[config.mk]
export PLATFORM = sky130hd
export DESIGN_NAME = uart_tx_arbiter_flat
export DESIGN_NICKNAME = d
export VERILOG_FILES = /design/src/rtl/uart_tx_arbiter_if.sv /design/src/rtl/uart_tx_arbiter.sv /design/src/flat_wrapper.sv
export SDC_FILE = /design/constraint.sdc
export NUM_CORES = 1
export LEC_CHECK = 0
export BUFFER_PORTS_ARGS = -buffer_cell sky130_fd_sc_hd__buf_2
export CAP_MARGIN = 20
export CORE_AREA = 3 3 69 71
export CTS_CLUSTER_SIZE = 40
export DETAILED_ROUTE_END_ITERATION = 6
export DIE_AREA = 0 0 72 74
export GPL_ROUTABILITY_DRIVEN = 0
export PLACE_DENSITY = 0.46
export REMOVE_ABC_BUFFERS = 1
export SYNTH_ARGS = -nofsm -noshare
export SYNTH_HDL_FRONTEND = slang
export SYNTH_SLANG_ARGS = --single-unit
[constraint.sdc]
create_clock -name clk -period 2.85 [get_ports clk]
set_input_delay 0.1425 -clock clk [delete_from_list [all_inputs] [get_ports clk]]
set_output_delay 0.1425 -clock clk [all_outputs]
set_load 0.03 [all_outputs]
[src/rtl/uart_tx_arbiter_if.sv]
// uart_tx_arbiter_if
//   Bundles the two requester byte streams, the UART TX FIFO write port and the
//   arbiter status outputs.
//   slave  : arbiter side (consumes requests, drives readys/FIFO write/status)
//   master : requester/FIFO side (drives requests and fifoFull)
//   req0*/req1*      valid/data/last in, ready out (per requester)
//   fifoFull         in  : UART TX FIFO full
//   fifoWriteRequest out : FIFO wrreq
//   fifoInData       out : FIFO data (0 when not writing)
//   grantOwner       out : 00 none, 01 port 0, 10 port 1
//   abortPulse       out : one-cycle pulse on timeout release
interface uart_tx_arbiter_if #(
  parameter int DataWidth = 8
);
  logic                 req0Valid;
  logic [DataWidth-1:0] req0Data;
  logic                 req0Last;
  logic                 req0Ready;
  logic                 req1Valid;
  logic [DataWidth-1:0] req1Data;
  logic                 req1Last;
  logic                 req1Ready;
  logic                 fifoFull;
  logic                 fifoWriteRequest;
  logic [DataWidth-1:0] fifoInData;
  logic [1:0]           grantOwner;
  logic                 abortPulse;

  modport slave (
    input  req0Valid, req0Data, req0Last, req1Valid, req1Data, req1Last, fifoFull,
    output req0Ready, req1Ready, fifoWriteRequest, fifoInData, grantOwner, abortPulse
  );

  modport master (
    output req0Valid, req0Data, req0Last, req1Valid, req1Data, req1Last, fifoFull,
    input  req0Ready, req1Ready, fifoWriteRequest, fifoInData, grantOwner, abortPulse
  );
endinterface

[src/rtl/uart_tx_arbiter.sv]
// uart_tx_arbiter
//   Shares the UART TX FIFO write port between two byte-stream requesters with
//   packet-atomic round-robin arbitration and a mid-packet stall timeout.
//   clk  : system clock
//   rst  : asynchronous active-high reset
//   bus  : uart_tx_arbiter_if.slave (requests, FIFO write port, status)
//
//   state  | meaning
//   IDLE   | no owner; picks the next packet owner (1-cycle arbitration)
//   GRANT0 | port 0 owns the FIFO until its last byte or a timeout
//   GRANT1 | port 1 owns the FIFO until its last byte or a timeout
module uart_tx_arbiter #(
  parameter int DataWidth     = 8,
  parameter int TimeoutCycles = 1024
) (
  input logic                clk,
  input logic                rst,
  uart_tx_arbiter_if.slave   bus
);

  typedef enum logic [1:0] {
    IDLE   = 2'd0,
    GRANT0 = 2'd1,
    GRANT1 = 2'd2
  } state_t;

  localparam bit TimerEn = (TimeoutCycles > 0);
  localparam int TimerW  = TimerEn ? $clog2(TimeoutCycles + 1) : 1;
  localparam logic [TimerW-1:0] TimerMax = TimerW'(TimerEn ? TimeoutCycles - 1 : 0);

  state_t            state_q, state_d;
  logic              rr_last_q, rr_last_d;  // 0: port 0 served last, 1: port 1
  logic [TimerW-1:0] timer_q, timer_d;
  logic              abort_q, abort_d;

  logic                 sel_valid;
  logic [DataWidth-1:0] sel_data;
  logic                 sel_last;
  logic                 xfer;

  // Only the granted port is looked at; the other port's inputs are ignored.
  assign sel_valid = (state_q == GRANT1) ? bus.req1Valid : bus.req0Valid;
  assign sel_data  = (state_q == GRANT1) ? bus.req1Data  : bus.req0Data;
  assign sel_last  = (state_q == GRANT1) ? bus.req1Last  : bus.req0Last;
  assign xfer      = (state_q != IDLE) && sel_valid && !bus.fifoFull;

  assign bus.req0Ready        = (state_q == GRANT0) && !bus.fifoFull;
  assign bus.req1Ready        = (state_q == GRANT1) && !bus.fifoFull;
  assign bus.fifoWriteRequest = xfer;
  assign bus.fifoInData       = xfer ? sel_data : '0;
  assign bus.grantOwner       = {state_q == GRANT1, state_q == GRANT0};
  assign bus.abortPulse       = abort_q;

  always_comb begin
    state_d   = state_q;
    rr_last_d = rr_last_q;
    timer_d   = timer_q;
    abort_d   = 1'b0;
    case (state_q)
      IDLE: begin
        timer_d = '0;
        // Port 0 wins when alone, or when both wait and port 1 was served last.
        if (bus.req0Valid && (!bus.req1Valid || rr_last_q)) begin
          state_d = GRANT0;
        end else if (bus.req1Valid) begin
          state_d = GRANT1;
        end
      end
      GRANT0, GRANT1: begin
        if (xfer) begin
          timer_d = '0;
          if (sel_last) begin
            state_d   = IDLE;
            rr_last_d = (state_q == GRANT1);
          end
        end else if (TimerEn && !sel_valid && !bus.fifoFull) begin
          // FIFO backpressure is not a requester stall, so the timer only
          // advances when the owner has nothing to offer.
          if (timer_q == TimerMax) begin
            state_d   = IDLE;
            rr_last_d = (state_q == GRANT1);
            abort_d   = 1'b1;
            timer_d   = '0;
          end else begin
            timer_d = timer_q + 1'b1;
          end
        end
      end
      default: begin
        state_d = IDLE;
        timer_d = '0;
      end
    endcase
  end

  always_ff @(posedge clk or posedge rst) begin
    if (rst) begin
      state_q   <= IDLE;
      rr_last_q <= 1'b1;
      timer_q   <= '0;
      abort_q   <= 1'b0;
    end else begin
      state_q   <= state_d;
      rr_last_q <= rr_last_d;
      timer_q   <= timer_d;
      abort_q   <= abort_d;
    end
  end

endmodule

[src/flat_wrapper.sv]
// flat-port wrapper written by rule: the top's interface ports become plain ports
module uart_tx_arbiter_flat 
#(
  parameter int DataWidth     = 8,
  parameter int TimeoutCycles = 1024
)
  (clk, rst, bus_req0Valid, bus_req0Data, bus_req0Last, bus_req1Valid, bus_req1Data, bus_req1Last, bus_fifoFull, bus_req0Ready, bus_req1Ready, bus_fifoWriteRequest, bus_fifoInData, bus_grantOwner, bus_abortPulse);
  uart_tx_arbiter_if #(.DataWidth(DataWidth)) bus_i ();
  input logic clk;
  input logic rst;
  input wire logic [$bits(bus_i.req0Valid)-1:0] bus_req0Valid;
  input wire logic [$bits(bus_i.req0Data)-1:0] bus_req0Data;
  input wire logic [$bits(bus_i.req0Last)-1:0] bus_req0Last;
  input wire logic [$bits(bus_i.req1Valid)-1:0] bus_req1Valid;
  input wire logic [$bits(bus_i.req1Data)-1:0] bus_req1Data;
  input wire logic [$bits(bus_i.req1Last)-1:0] bus_req1Last;
  input wire logic [$bits(bus_i.fifoFull)-1:0] bus_fifoFull;
  output wire logic [$bits(bus_i.req0Ready)-1:0] bus_req0Ready;
  output wire logic [$bits(bus_i.req1Ready)-1:0] bus_req1Ready;
  output wire logic [$bits(bus_i.fifoWriteRequest)-1:0] bus_fifoWriteRequest;
  output wire logic [$bits(bus_i.fifoInData)-1:0] bus_fifoInData;
  output wire logic [$bits(bus_i.grantOwner)-1:0] bus_grantOwner;
  output wire logic [$bits(bus_i.abortPulse)-1:0] bus_abortPulse;
  assign bus_i.req0Valid = bus_req0Valid;
  assign bus_i.req0Data = bus_req0Data;
  assign bus_i.req0Last = bus_req0Last;
  assign bus_i.req1Valid = bus_req1Valid;
  assign bus_i.req1Data = bus_req1Data;
  assign bus_i.req1Last = bus_req1Last;
  assign bus_i.fifoFull = bus_fifoFull;
  assign bus_req0Ready = bus_i.req0Ready;
  assign bus_req1Ready = bus_i.req1Ready;
  assign bus_fifoWriteRequest = bus_i.fifoWriteRequest;
  assign bus_fifoInData = bus_i.fifoInData;
  assign bus_grantOwner = bus_i.grantOwner;
  assign bus_abortPulse = bus_i.abortPulse;
  uart_tx_arbiter #(.DataWidth(DataWidth), .TimeoutCycles(TimeoutCycles)) u_core (.clk(clk), .rst(rst), .bus(bus_i));
endmodule
### Word level (Yosys, flattened, before mapping)

Index checks and enable logic that the tools add are counted.

| cells by class | value |
|---|---|
| muxes and demuxes | 23 |
| reduce and logical (&&, ||, !) cells | 17 |
| $add $sub $neg | 1 |
| equality and inequality tests | 8 |

Operator list:

| kind | number |
|---|---|
| 2-to-1 mux 11 bit | 4 |
| 2-to-1 mux 8 bit | 2 |
| 2-to-1 mux 2 bit | 6 |
| adder 11 x 1 -> 11 bit (second input constant) | 1 |
| == test 11 x 10 -> 1 bit (second input constant) | 1 |
| 2-to-1 mux 1 bit | 10 |
| AND reduction 4 bit | 2 |
| logical AND 1 bit | 6 |
| != test 3 x 1 -> 1 bit (second input constant) | 2 |
| != test 3 x 2 -> 1 bit (second input constant) | 2 |
| nonzero test 2 bit | 3 |
| case mux 2 bit (2 select lines) | 1 |
| zero test 1 bit | 3 |
| == test 2 x 1 -> 1 bit (second input constant) | 1 |
| == test 2 bit (second input constant) | 1 |
| zero test 2 bit | 1 |
| != test 2 x 1 -> 1 bit (second input constant) | 1 |
| OR reduction 2 bit | 1 |
| logical OR 1 bit | 1 |

| word-level totals | value |
|---|---|
| output and inout port bits | 14 |
| logic and storage cells | 53 |
| bits of input ports | 23 |
| register bits | 15 |

### Logic depth before layout (Yosys ltp)

Gate-level depths: netlist of the first run.

| logic depth | value |
|---|---|
| depth in word-level cells | 7 |
| mapped depth | 10 |
| gate-level depth less buffers | 8 |

### Worst setup path before layout of the first run

OpenSTA, ideal clock, no wires.

| path | value |
|---|---|
| path kind | register -> register |
| start point | reg u_core.state_q[0] |
| end point | reg u_core.rr_last_q |
| setup slack | 0.554 ns |
| cell stages (with the launch flop) | 11 |
| required time | 2.765 ns |
| setup time | 0.085 ns |
| data arrival time | 2.211 ns |
| path through | dfrtp_1 inv_1 ha_1 buf_6 mux2i_1 or3_1 buf_2 inv_2 nand2b_1 a21boi_1 mux2_1 |

| on the way | value |
|---|---|
| word-level cells in the longest chain between the ends | 6 |

RTL lines:

| item | line | RTL |
|---|---|---|
| from (decl) | uart_tx_arbiter.sv:31 | `state_t state_q, state_d;` |
| from (signal assigned) | uart_tx_arbiter.sv:103 | `state_q <= state_d;` |
| == test 2 bit * | - |  |
| named net bus_grantOwner[1] | flat_wrapper.sv:22 | `output wire logic [$bits(bus_i.grantOwner)-1:0] bus_grantOwner;` |
| 2-to-1 mux 1 bit * | uart_tx_arbiter.sv:42 | `assign sel_valid = (state_q == GRANT1) ? bus.req1Valid : bus.req0Valid;` |
| logical AND 1 bit * (2 in series) | uart_tx_arbiter.sv:45 | `assign xfer = (state_q != IDLE) && sel_valid && !bus.fifoFull;` |
| named net bus_fifoWriteRequest | flat_wrapper.sv:20 | `output wire logic [$bits(bus_i.fifoWriteRequest)-1:0] bus_fifoWriteRequest;` |
| != test 2 x 1 -> 1 bit (no line) / nonzero test 2 bit (equally long branches) | - |  |
| AND reduction 4 bit (no line) | - |  |
| to (signal assigned) | uart_tx_arbiter.sv:104 | `rr_last_q <= rr_last_d;` |
| to (decl) | uart_tx_arbiter.sv:32 | `logic rr_last_q, rr_last_d;` |

The timed path passes the listed nets; every way through them passes the cells marked *. The select of a mux whose other input is x is not followed.
A chain may end at the register's enable or synchronous reset.

### Worst setup path in the final report of the first run

| path | value |
|---|---|
| start point | reg u_core.state_q[0] |
| end point | out bus_fifoInData[0] |

| on the way | value |
|---|---|
| word-level cells in the longest chain between the ends | 5 |

RTL lines:

| item | line | RTL |
|---|---|---|
| == test 2 bit | uart_tx_arbiter.sv:42, uart_tx_arbiter.sv:43 |  |
| 2-to-1 mux 1 bit | uart_tx_arbiter.sv:42 |  |
| logical AND 1 bit (2 in series) | uart_tx_arbiter.sv:45 |  |
| 2-to-1 mux 8 bit * | uart_tx_arbiter.sv:50 | `assign bus.fifoInData = xfer ? sel_data : '0;` |
| to (decl) | flat_wrapper.sv:21 | `output wire logic [$bits(bus_i.fifoInData)-1:0] bus_fifoInData;` |

Mark *: on every way between the ends. The rest lies on a longest branch, timed or not.

==> results of run 1 <==
[report_power, final]
part / leakage (nW) / switching, mW / internal [mW] / total [mW]
sequential: 0.203 / 0.0205 / 0.242 / 0.262
clock: 0.0228 / 0.0743 / 0.0990 / 0.173
combinational: 0.417 / 0.329 / 0.201 / 0.530
total: 0.643 / 0.424 / 0.542 / 0.966
[registers in the layout, summed over array words and instances (netlist names)]
signal                 cells
u_core.timer_q            11
u_core.state_q             2
u_core.bus.abortPulse      1
u_core.rr_last_q           1
[critical path, delay by kind of cell, from the launching register on]
family	cells	cell delay [ps]
adder cells (fa/ha/maj)	1	230
flip-flops	1	380
buffers and inverters	2	310
multiplexers	1	140
AND/OR/NAND/NOR	2	640
[worst paths after layout]
path	start	end	slack, ps
setup / recovery	u_core.state_q[0]	bus_fifoInData[0]	750
hold / removal	bus_req1Valid	u_core.state_q[1]	180
setup reg to reg	u_core.state_q[0]	u_core.rr_last_q	760
hold reg to reg	u_core.timer_q[10]	u_core.timer_q[10]	510
max in group asynchronous	rst	u_core.timer_q[2]	1950
min in group asynchronous	rst	u_core.timer_q[1]	510
[placed cells by master (no fill, tap or decap), types with 2 or more instances in the layout]
cell type / n
inv_1: 7
mux2i_1: 10
nand2_1: 10
xnor2_1: 2
o21ai_0: 3
buf_2: 36
nor2b_1: 2
nand3_1: 4
xor2_1: 4
nor2_1: 19
o2111ai_1: 2
a311oi_1: 2
o22ai_1: 3
and3_1: 2
ha_1: 4
a21oi_1: 3
or3_1: 2
dfrtp_1: 14
clkbuf_8: 3
[cells by family after synthesis]
logic type,after synthesis
compound gates,18
xor+xnor,6
fa+ha+maj,4
buf+inv,12
flops,15
mux,12
simple gates,49
[final cells by class]
type,count,area (sq um),share of cell area [%]
Sequential cell,15,377,28.2
Clock buffer,4,45.0,3.37
Multi-Input combinational cell,89,621,46.5
Tap cell,52,65.1,4.87
Timing Repair Buffer,38,198,14.8
Inverter,8,30.0,2.25
[routing by layer]
layer  share of wire (%)  up-vias
met4                 1.4        0
li1                    -      480
met5                   0        -
met3                 6.7        2
met1                  47      431
met2                  45       33
==> flow_summary.yaml, run 1 <==
hold_path:
  hold_depth: 3
  hold_path_class: "input port to register"
floorplanning:
  dieArea_sq_um: 5330
  die_w_um: 72
  core_area_sq_um: 4290
  initial_core_util_pct: 24.5
  rows: 24
  ioPinCount: 37
  die_y_um: 74
synth:
  yosysMostFrequentCell: "nor2_1"
  netlist_top_cells_area: "dfrtp_1 33%, mux2i_1 9.5%, nor2_1 6.8%"
  yosysSeqAreaShare_pct: 35.8
  synth_seq_cells: 15
  synth.top_cell.area_share_pct: 33.3
  synthArstFlopShare_pct: 100
  synth.distinct_cells: 39
  synth_fa_ha_area_share_pct: 4.76
  synth_cells: 116
  synth_area_sq_um: 1050
  yosysTopAreaCell: "dfrtp_1"
  synth_top_family_by_area: "simple AND/OR/NAND/NOR gates"
  synthTopCellsByCount: "19 x nor2_1, 14 x dfrtp_1, 10 x mux2i_1, 10 x nand2_1, 7 x inv_1"
  yosysWarnings: 0
  synthSimpleGateAreaFrac_pct: 25.1
  synth_edf_count: 0
  synth-compound-area-share_pct: 12.1
  yosys.area_share.xor_xnor_pct: 5.00
  syn_avg_cell_area_sq_um: 9.06
  muxShareOfSynthArea_pct: 12.0
  synth_ff_type: "dfrtp_1"
final_layout:
  nFillCells: 462
  drive_gt1_share_pct: 31.2
  finish.utilization_pct: 31.1
  area_delta_synth_final_pct: 27.0
  fin_nets: 182
  layout.cells.non_filler: 206
  n_antenna_cell: 0
  postLayoutCellArea_sq_um: 1340
clock_network:
  numCtsBuffers: 3
  clk_pin_slew_worst_paths_ps: 60
  clock_latency_ps: 250
  root_buffer: "clkbuf_8"
  cts-resized-gates: 0
  cts_buffer_depth: 2
  cts_hold_repair.buffers: 1
  cts_tree: "built"
  cts_num_sinks: 15
  cts_setup_buffers: 0
  h-tree-depth: 1
power:
  peakVddDrop_mv: 0.242
  total_power_mw: 0.966
  power.density_nw_per_um2: 724
  p_leak_nw: 0.643
worst_setup_path:
  critPathMaxFanout: 10
  worstSetupPathType: "register to primary output"
  worstPathCellList: "inv_1 -> ha_1 -> mux2i_1 -> or3_1 -> nor2_1 -> buf_2"
  reg2regPathDepth: 7
  cp.required_ps: 2710
  critPathLaunchType: "register"
  endpoint_kind: "primary output"
  crit_slowest_cell: "or3_1"
  max_stage_delay_ps: 480
  arrival_ps: 1960
placed_design:
  dpl.hpwl_um: 2040
  post_dp_cell_area_sq_um: 1280
  pre_cts_slack_ps: 742
  post-place-cells: 201
  port_buffers: 36
sta:
  setup_slack_ps: 751
  relSlewSlack_pct: 53.7
  tns_ps: 0
  setup_violations: 0
  period_share_pct: 73.7
  hold_viol: 0
  clock-skew-final_ps: 1.94
  period_needed_ps: 2100
  whs_ps: 178
  tightest_slew_ps: 690
  rsz0062_at_grt: "false"
  drv_slew: 0
  fmax_ghz: 0.476
grt:
  antenna_found_initial: 0
  grt.met2_usage_pct: 17.8
  grt_max_degree: 16
  grt-busiest-layer: "met2"
  grt_pass1_wl_um: 4420
  gr-usage-all-layers_pct: 10.9
  grtUsageMet3_pct: 2.16
  overflow: 0
  met1_usage_pct: 13.2
  grt_pass1_vias: 956
routing:
  ant_nets: 0
  via_per_inst: 4.59
  num_vias: 946
  first_pass_iters: 4
  drt-initial-drc-count: 28
  wl_per_cell_um: 12.6
  drcViolationCount: 0
  routed_wirelength_um: 2590
run:
  cap_violations: 0
run_status:
  status: "complete, no violations"
No activity file was read; power rests on OpenSTA's default activity.
==> run 2: changes to the inputs <==
--- a/config.mk
+++ b/config.mk
@@ -5,14 +5,15 @@
 export SDC_FILE = /design/constraint.sdc
 export NUM_CORES = 1
 export LEC_CHECK = 0
+export ABC_AREA = 1
 export BUFFER_PORTS_ARGS = -buffer_cell sky130_fd_sc_hd__buf_2
 export CAP_MARGIN = 20
-export CORE_AREA = 3 3 69 71
+export CORE_AREA = 3 3 72 74
 export CTS_CLUSTER_SIZE = 40
 export DETAILED_ROUTE_END_ITERATION = 6
-export DIE_AREA = 0 0 72 74
+export DIE_AREA = 0 0 75 77
 export GPL_ROUTABILITY_DRIVEN = 0
-export PLACE_DENSITY = 0.46
+export PLACE_DENSITY = 0.45
 export REMOVE_ABC_BUFFERS = 1
 export SYNTH_ARGS = -nofsm -noshare
 export SYNTH_HDL_FRONTEND = slang
==> constraint.sdc (replaced) <==
create_clock -name clk -period 2 [get_ports clk]
set_input_delay 0.1 -clock clk [delete_from_list [all_inputs] [get_ports clk]]
set_output_delay 0.1 -clock clk [all_outputs]
set_load 0.03 [all_outputs]
==> run 2 against run 1 <==
  * Non-clock buffer count grew 3
  * Register-to-register slack lost 470 ps
  * Via count up 25%
  * Power grew 58%
  * Sequential power increased by 45%
  * First-iteration DRC count grew 110%
  * Synthesized cell count increased by 53%
==> flow_summary.yaml, run 2 <==
run_status:
  status: "complete, no violations"
synth:
  synth.top_cell.area_share_pct: 30.7
  synth-compound-area-share_pct: 8.56
  synthTopCellsByCount: "65 x nand2_1, 22 x inv_1, 22 x nor2_1, 14 x dfrtp_1, 13 x a21oi_1"
  yosys.area_share.xor_xnor_pct: 0.768
  muxShareOfSynthArea_pct: 0
  synth_area_sq_um: 1140
  yosysWarnings: 0
  yosysSeqAreaShare_pct: 33.0
  yosysMostFrequentCell: "nand2_1"
  synthSimpleGateAreaFrac_pct: 42.8
  synth_seq_cells: 15
  syn_avg_cell_area_sq_um: 6.44
  synthArstFlopShare_pct: 100
  synth_cells: 177
  netlist_top_cells_area: "dfrtp_1 31%, nand2_1 21%, inv_1 7.2%"
  synth_fa_ha_area_share_pct: 4.39
  synth_edf_count: 0
  yosysTopAreaCell: "dfrtp_1"
  synth_top_family_by_area: "simple AND/OR/NAND/NOR gates"
  synth_ff_type: "dfrtp_1"
  synth.distinct_cells: 23
placed_design:
  port_buffers: 36
  dpl.hpwl_um: 2260
  pre_cts_slack_ps: 210
routing:
  routed_wirelength_um: 2800
  num_vias: 1182
  ant_nets: 0
  via_per_inst: 4.35
  drcViolationCount: 0
  wl_per_cell_um: 10.3
  drt-initial-drc-count: 58
  first_pass_iters: 4
power:
  p_clk_share_pct: 16.3
  p_comb_share_pct: 58.9
  p_int_mw: 0.776
  p_switching_mw: 0.749
  power.density_nw_per_um2: 1050
  switching_share_pct: 49.1
  p_leak_nw: 0.822
  peakVddDrop_mv: 0.390
  seqPwrFrac_pct: 24.9
grt:
  grt_pass1_wl_um: 4630
  grt_max_degree: 16
  gr-usage-all-layers_pct: 9.79
  grt_pass1_vias: 1121
  overflow: 0
  antenna_found_initial: 0
sta:
  relSlewSlack_pct: 61.4
  fmax_ghz: 0.546
  drv_slew: 0
  clock-skew-final_ps: 1.23
  whs_ps: 293
  rsz0062_at_grt: "false"
  setup_slack_ps: 167
  tightest_slew_ps: 578
  period_needed_ps: 1830
  hold_viol: 0
  setup_violations: 0
  period_share_pct: 91.6
final_layout:
  nFillCells: 523
  largest_register_ffs: 11
  register_area_sq_um: 377
  final_common_cell: "nand2_1"
  regMostFlops: "u_core.timer_q"
  n_antenna_cell: 0
  multi_input_area_sq_um: 654
  fin_nets: 246
  drive_gt1_share_pct: 24.3
  mostFrequentLayoutCells: "65 x nand2_1, 35 x buf_2, 22 x inv_1, 22 x nor2_1, 14 x dfrtp_1"
  area_delta_synth_final_pct: 27.6
  finish.utilization_pct: 31.2
  top_regs: "u_core.timer_q (11), u_core.state_q (2)"
clock_network:
  numCtsBuffers: 3
  clock_latency_ps: 250
  cts_buffer_depth: 2
  cts_num_sinks: 15
  h-tree-depth: 1
  cts_tree: "built"
  root_buffer: "clkbuf_8"
  clk_pin_slew_worst_paths_ps: 60
floorplanning:
  rows: 25
  core_area_sq_um: 4660
  initial_core_util_pct: 24.5
  dieArea_sq_um: 5780
  die_w_um: 75
  ioPinCount: 37
  die_y_um: 77
worst_setup_path:
  critPathLaunchType: "register"
  crit_start: "u_core.state_q[0]"
  r2r_start: "u_core.state_q[0]"
  max_stage_delay_ps: 390
  cp.required_ps: 1900
  cp_num_buf_inv: 4
  crit_slowest_cell: "dfrtp_1"
  arrival_ps: 1730
  worstSetupPathType: "register to primary output"
  endpoint_kind: "primary output"
  crit_family: "buffers and inverters"
  worstPathCellList: "inv_1 -> ha_2 -> inv_2 -> nand2_1 -> nand3_4 -> buf_4 -> a21oi_1 -> buf_2"
  critPathMaxFanout: 8
hold_path:
  hold_start: "bus_req0Valid"
  hold_path_class: "input port to register"
run:
  cap_violations: 0
## run 2: cell types whose count changed after synthesis, moves of 3 or more
| cell | previous run | this run |
|---|---|---|
| nand2_1 | 10 | 65 |
| xor2_1 | 4 | 1 |
| nand3b_1 | 0 | 3 |
| inv_1 | 7 | 22 |
| nor2_1 | 19 | 22 |
| o22ai_1 | 3 | 0 |
| nand3_1 | 4 | 12 |
| a21oi_1 | 3 | 13 |
| mux2i_1 | 10 | 0 |
## run 2: routing by layer
layer,vias up,track usage [%],share of wire [%]
met2,45,17.2,44
met1,498,12.3,47
met3,2,1.44,8.3
met5,-,0,0
met4,0,2.14,0.50
li1,637,-,-
## run 2: worst reg2reg max path: stages, from the launching register on
cell and delay, ps:
dfrtp_1 390, inv_1 80, ha_2 230, nand2_1 100
nand3_4 120, inv_1 110, nor2_4 160, nand2_1 110
nor2_1 190, nand2_1 80, nand2_1 70
## run 2: cell type report
cell class / count / share of cell area, %
tap: 54 / 4.65
timing repair buffer: 41 / 15.3
multi-input combinational: 135 / 45.0
clock inverter: 1 / 0.344
inverter: 23 / 5.94
clock buffer: 3 / 2.84
sequential: 15 / 25.9
## run 2: timing repair
action | in CTS | in global routing
hold buffers | 1 | 0
gates resized for setup | 0 | 3
buffers inserted | 0 | 0
setup endpoints to repair | 0 | 8
hold endpoints to repair | 14 | 0
## run 2: worst paths after layout
kind,end,slack [ps],cells past startpoint
worst max-delay path,bus_fifoInData[1],170,8
worst min-delay path,u_core.bus.abortPulse,290,6
worst max register to register,u_core.timer_q[9],290,10
worst min register to register,u_core.rr_last_q,470,2
max in group asynchronous,u_core.timer_q[5],1170,3
min in group asynchronous,u_core.bus.abortPulse,450,3
## run 2: cells by family after synthesis
group / Yosys count
fa+ha+maj: 4
buf+inv: 27
compound gates: 19
simple gates: 111
flops: 15
xor+xnor: 1
## run 2: power groups by stage
| stage | combinational, mW | sequential, mW | clock [mW] |
|---|---|---|---|
| finish | 0.898 | 0.379 | 0.248 |
| global route | 1.03 | 0.386 | 0.268 |
| CTS | 0.899 | 0.379 | 0.256 |
| detailed placement | 0.894 | 0.384 | 0 |
| global placement | 0.910 | 0.384 | 0 |
| floorplan | 0.639 | 0.376 | 0 |
## run 2: through the flow
stage               instances  total power, mW  TNS (ps)  area (sq um)
floorplan                 173             1.01     -3350          1110
global placement          267             1.29         0          1390
detailed placement        267             1.28         0          1390
CTS                       272             1.53         0          1440
global route              272             1.69         0          1450
finish                    272             1.53         0          1450
==> run 3: changes to the inputs <==
--- a/config.mk
+++ b/config.mk
@@ -8,12 +8,12 @@
 export ABC_AREA = 1
 export BUFFER_PORTS_ARGS = -buffer_cell sky130_fd_sc_hd__buf_2
 export CAP_MARGIN = 20
-export CORE_AREA = 3 3 72 74
+export CORE_AREA = 3 3 55 52
 export CTS_CLUSTER_SIZE = 40
 export DETAILED_ROUTE_END_ITERATION = 6
-export DIE_AREA = 0 0 75 77
+export DIE_AREA = 0 0 58 55
 export GPL_ROUTABILITY_DRIVEN = 0
-export PLACE_DENSITY = 0.45
+export PLACE_DENSITY = 0.77
 export REMOVE_ABC_BUFFERS = 1
 export SYNTH_ARGS = -nofsm -noshare
 export SYNTH_HDL_FRONTEND = slang
==> run 3 against run 2 <==
  * Maximum frequency shrank 0.70%
  * Non-clock buffer count grew 3
  * Sequential power is essentially flat
  * Largest cell class unchanged
  * Highest routed layer unchanged
==> flow_summary.yaml, run 3 (synthesis gave the netlist of run 2 again) <==
run_status:
  status: "complete, no violations"
routing:
  ant_nets: 0
  wl_met1_um: 1270
  met2_length_um: 1220
  drt-initial-drc-count: 52
  met3WireLength_um: 165
  drcViolationCount: 0
  num_vias: 1206
  routed_wirelength_um: 2670
  routed.top_layer: "met4"
  via_per_inst: 4.84
  wl_per_cell_um: 10.7
  first_pass_iters: 4
grt:
  overflow: 0
  gr-usage-all-layers_pct: 17.2
  grt_pass1_wl_um: 4260
  antenna_found_initial: 0
  grt_pass1_vias: 988
  grt_max_degree: 16
final_layout:
  postLayoutCellArea_sq_um: 1440
  largest_register_ffs: 11
  top_regs: "u_core.timer_q (11), u_core.state_q (2)"
  regMostFlops: "u_core.timer_q"
  nFillCells: 252
  layout.cells.non_filler: 249
  mostFrequentLayoutCells: "65 x nand2_1, 33 x buf_2, 21 x inv_1, 21 x nor2_1, 14 x dfrtp_1"
  final_common_cell: "nand2_1"
  fin_nets: 249
  n_antenna_cell: 0
  drive_gt1_share_pct: 25.8
  area_delta_synth_final_pct: 26.5
sta:
  rsz0062_at_grt: "false"
  drv_slew: 0
  clock-skew-final_ps: 6.28
  relSlewSlack_pct: 61.4
  hold_viol: 0
  period_share_pct: 92.3
  setup_violations: 0
  fmax_ghz: 0.542
  tightest_slew_ps: 578
  period_needed_ps: 1850
floorplanning:
  ioPinCount: 37
  die_y_um: 55
  initial_core_util_pct: 47.8
  die_w_um: 58
  dieArea_sq_um: 3190
  rows: 17
  core_area_sq_um: 2380
clock_network:
  clock_latency_ps: 280
  clk_pin_slew_worst_paths_ps: 80
  cts_tree: "built"
  numCtsBuffers: 3
  cts_buffer_depth: 2
  h-tree-depth: 1
  root_buffer: "clkbuf_4"
  cts_num_sinks: 15
power:
  peakVddDrop_mv: 0.816
  power.density_nw_per_um2: 1040
  total_power_mw: 1.50
  p_leak_nw: 0.827
worst_setup_path:
  endpoint_kind: "primary output"
  cpMostUsedCell: "buf_4"
  cp.required_ps: 1900
  worstPathCellList: "buf_4 -> ha_4 -> inv_2 -> nand2_1 -> nand3_2 -> buf_4 -> a21oi_1 -> clkbuf_4"
  worstSetupPathType: "register to primary output"
  crit_slowest_cell: "dfrtp_1"
  critPathLaunchType: "register"
  crit_family: "buffers and inverters"
  arrival_ps: 1750
  critPathMaxFanout: 11
  cp_num_buf_inv: 4
  max_stage_delay_ps: 410
placed_design:
  port_buffers: 36
  dpl.hpwl_um: 2040
  post-place-cells: 240
  post_dp_cell_area_sq_um: 1350
run:
  cap_violations: 0
hold_path:
  hold_path_class: "input port to register"
run 3: power breakdown:
part | internal [mW] | switching (mW)
Clock | 0.0776 | 0.0901
Combinational | 0.326 | 0.626
Sequential | 0.346 | 0.0318
Total | 0.749 | 0.748
run 3: per-layer routing:
layer | global-route usage [%] | vias to the layer above
li1 | - | 642
met1 | 23.3 | 529
met2 | 27.6 | 31
met3 | 4.64 | 4
met4 | 3.47 | 0
met5 | 0 | -
run 3: timing repair:
item | CTS | global route
buffers inserted | 0 | 4
hold endpoints to repair | 14 | 0
endpoints found under the setup margin | 0 | 15
hold buffers | 1 | 0
gates resized for setup | 0 | 9
run 3: worst paths after layout:
check | slack, ps | cells after the start | to | from
max | 150 | 8 | bus_fifoInData[2] | u_core.state_q[1]
min | 270 | 6 | u_core.bus.abortPulse | bus_req0Valid
max reg2reg | 170 | 11 | u_core.timer_q[1] | u_core.state_q[1]
min reg2reg | 480 | 2 | u_core.rr_last_q | u_core.rr_last_q
max in group asynchronous | 1210 | 3 | u_core.timer_q[7] | rst
min in group asynchronous | 400 | 3 | u_core.timer_q[4] | rst
run 3: layout make-up:
cell class                 instances  area (sq um)  area share [%]
clock buffer                       4          26.3            1.82
inverter                          23          86.3            5.99
multi-input combinational        135           667            46.3
sequential                        15           377            26.1
tap                               28          35.0            2.43
timing repair buffer              44           250            17.4
run 3: worst reg2reg max path, stage by stage (launching register included):
cell and delay [ps]:
dfrtp_1 410, buf_4 150, ha_4 170, inv_2 150
nand2_1 90, nand3_2 120, inv_1 100, nor2_4 150
nand2_1 100, nor2_1 190, nand2_1 80, nand2_1 70
run 3: metrics by stage:
step                      setup TNS [ps]  worst slack (ps)  hold slack (ps)  util (%)
final                                  0               154              269      60.5
after global routing                   0              18.4              296      60.5
after CTS                              0              1.17              254      58.0
after detailed placement               0               179              179      56.5
after global placement                 0               209              180      56.5
after floorplan                    -3350              -249            0.764         -
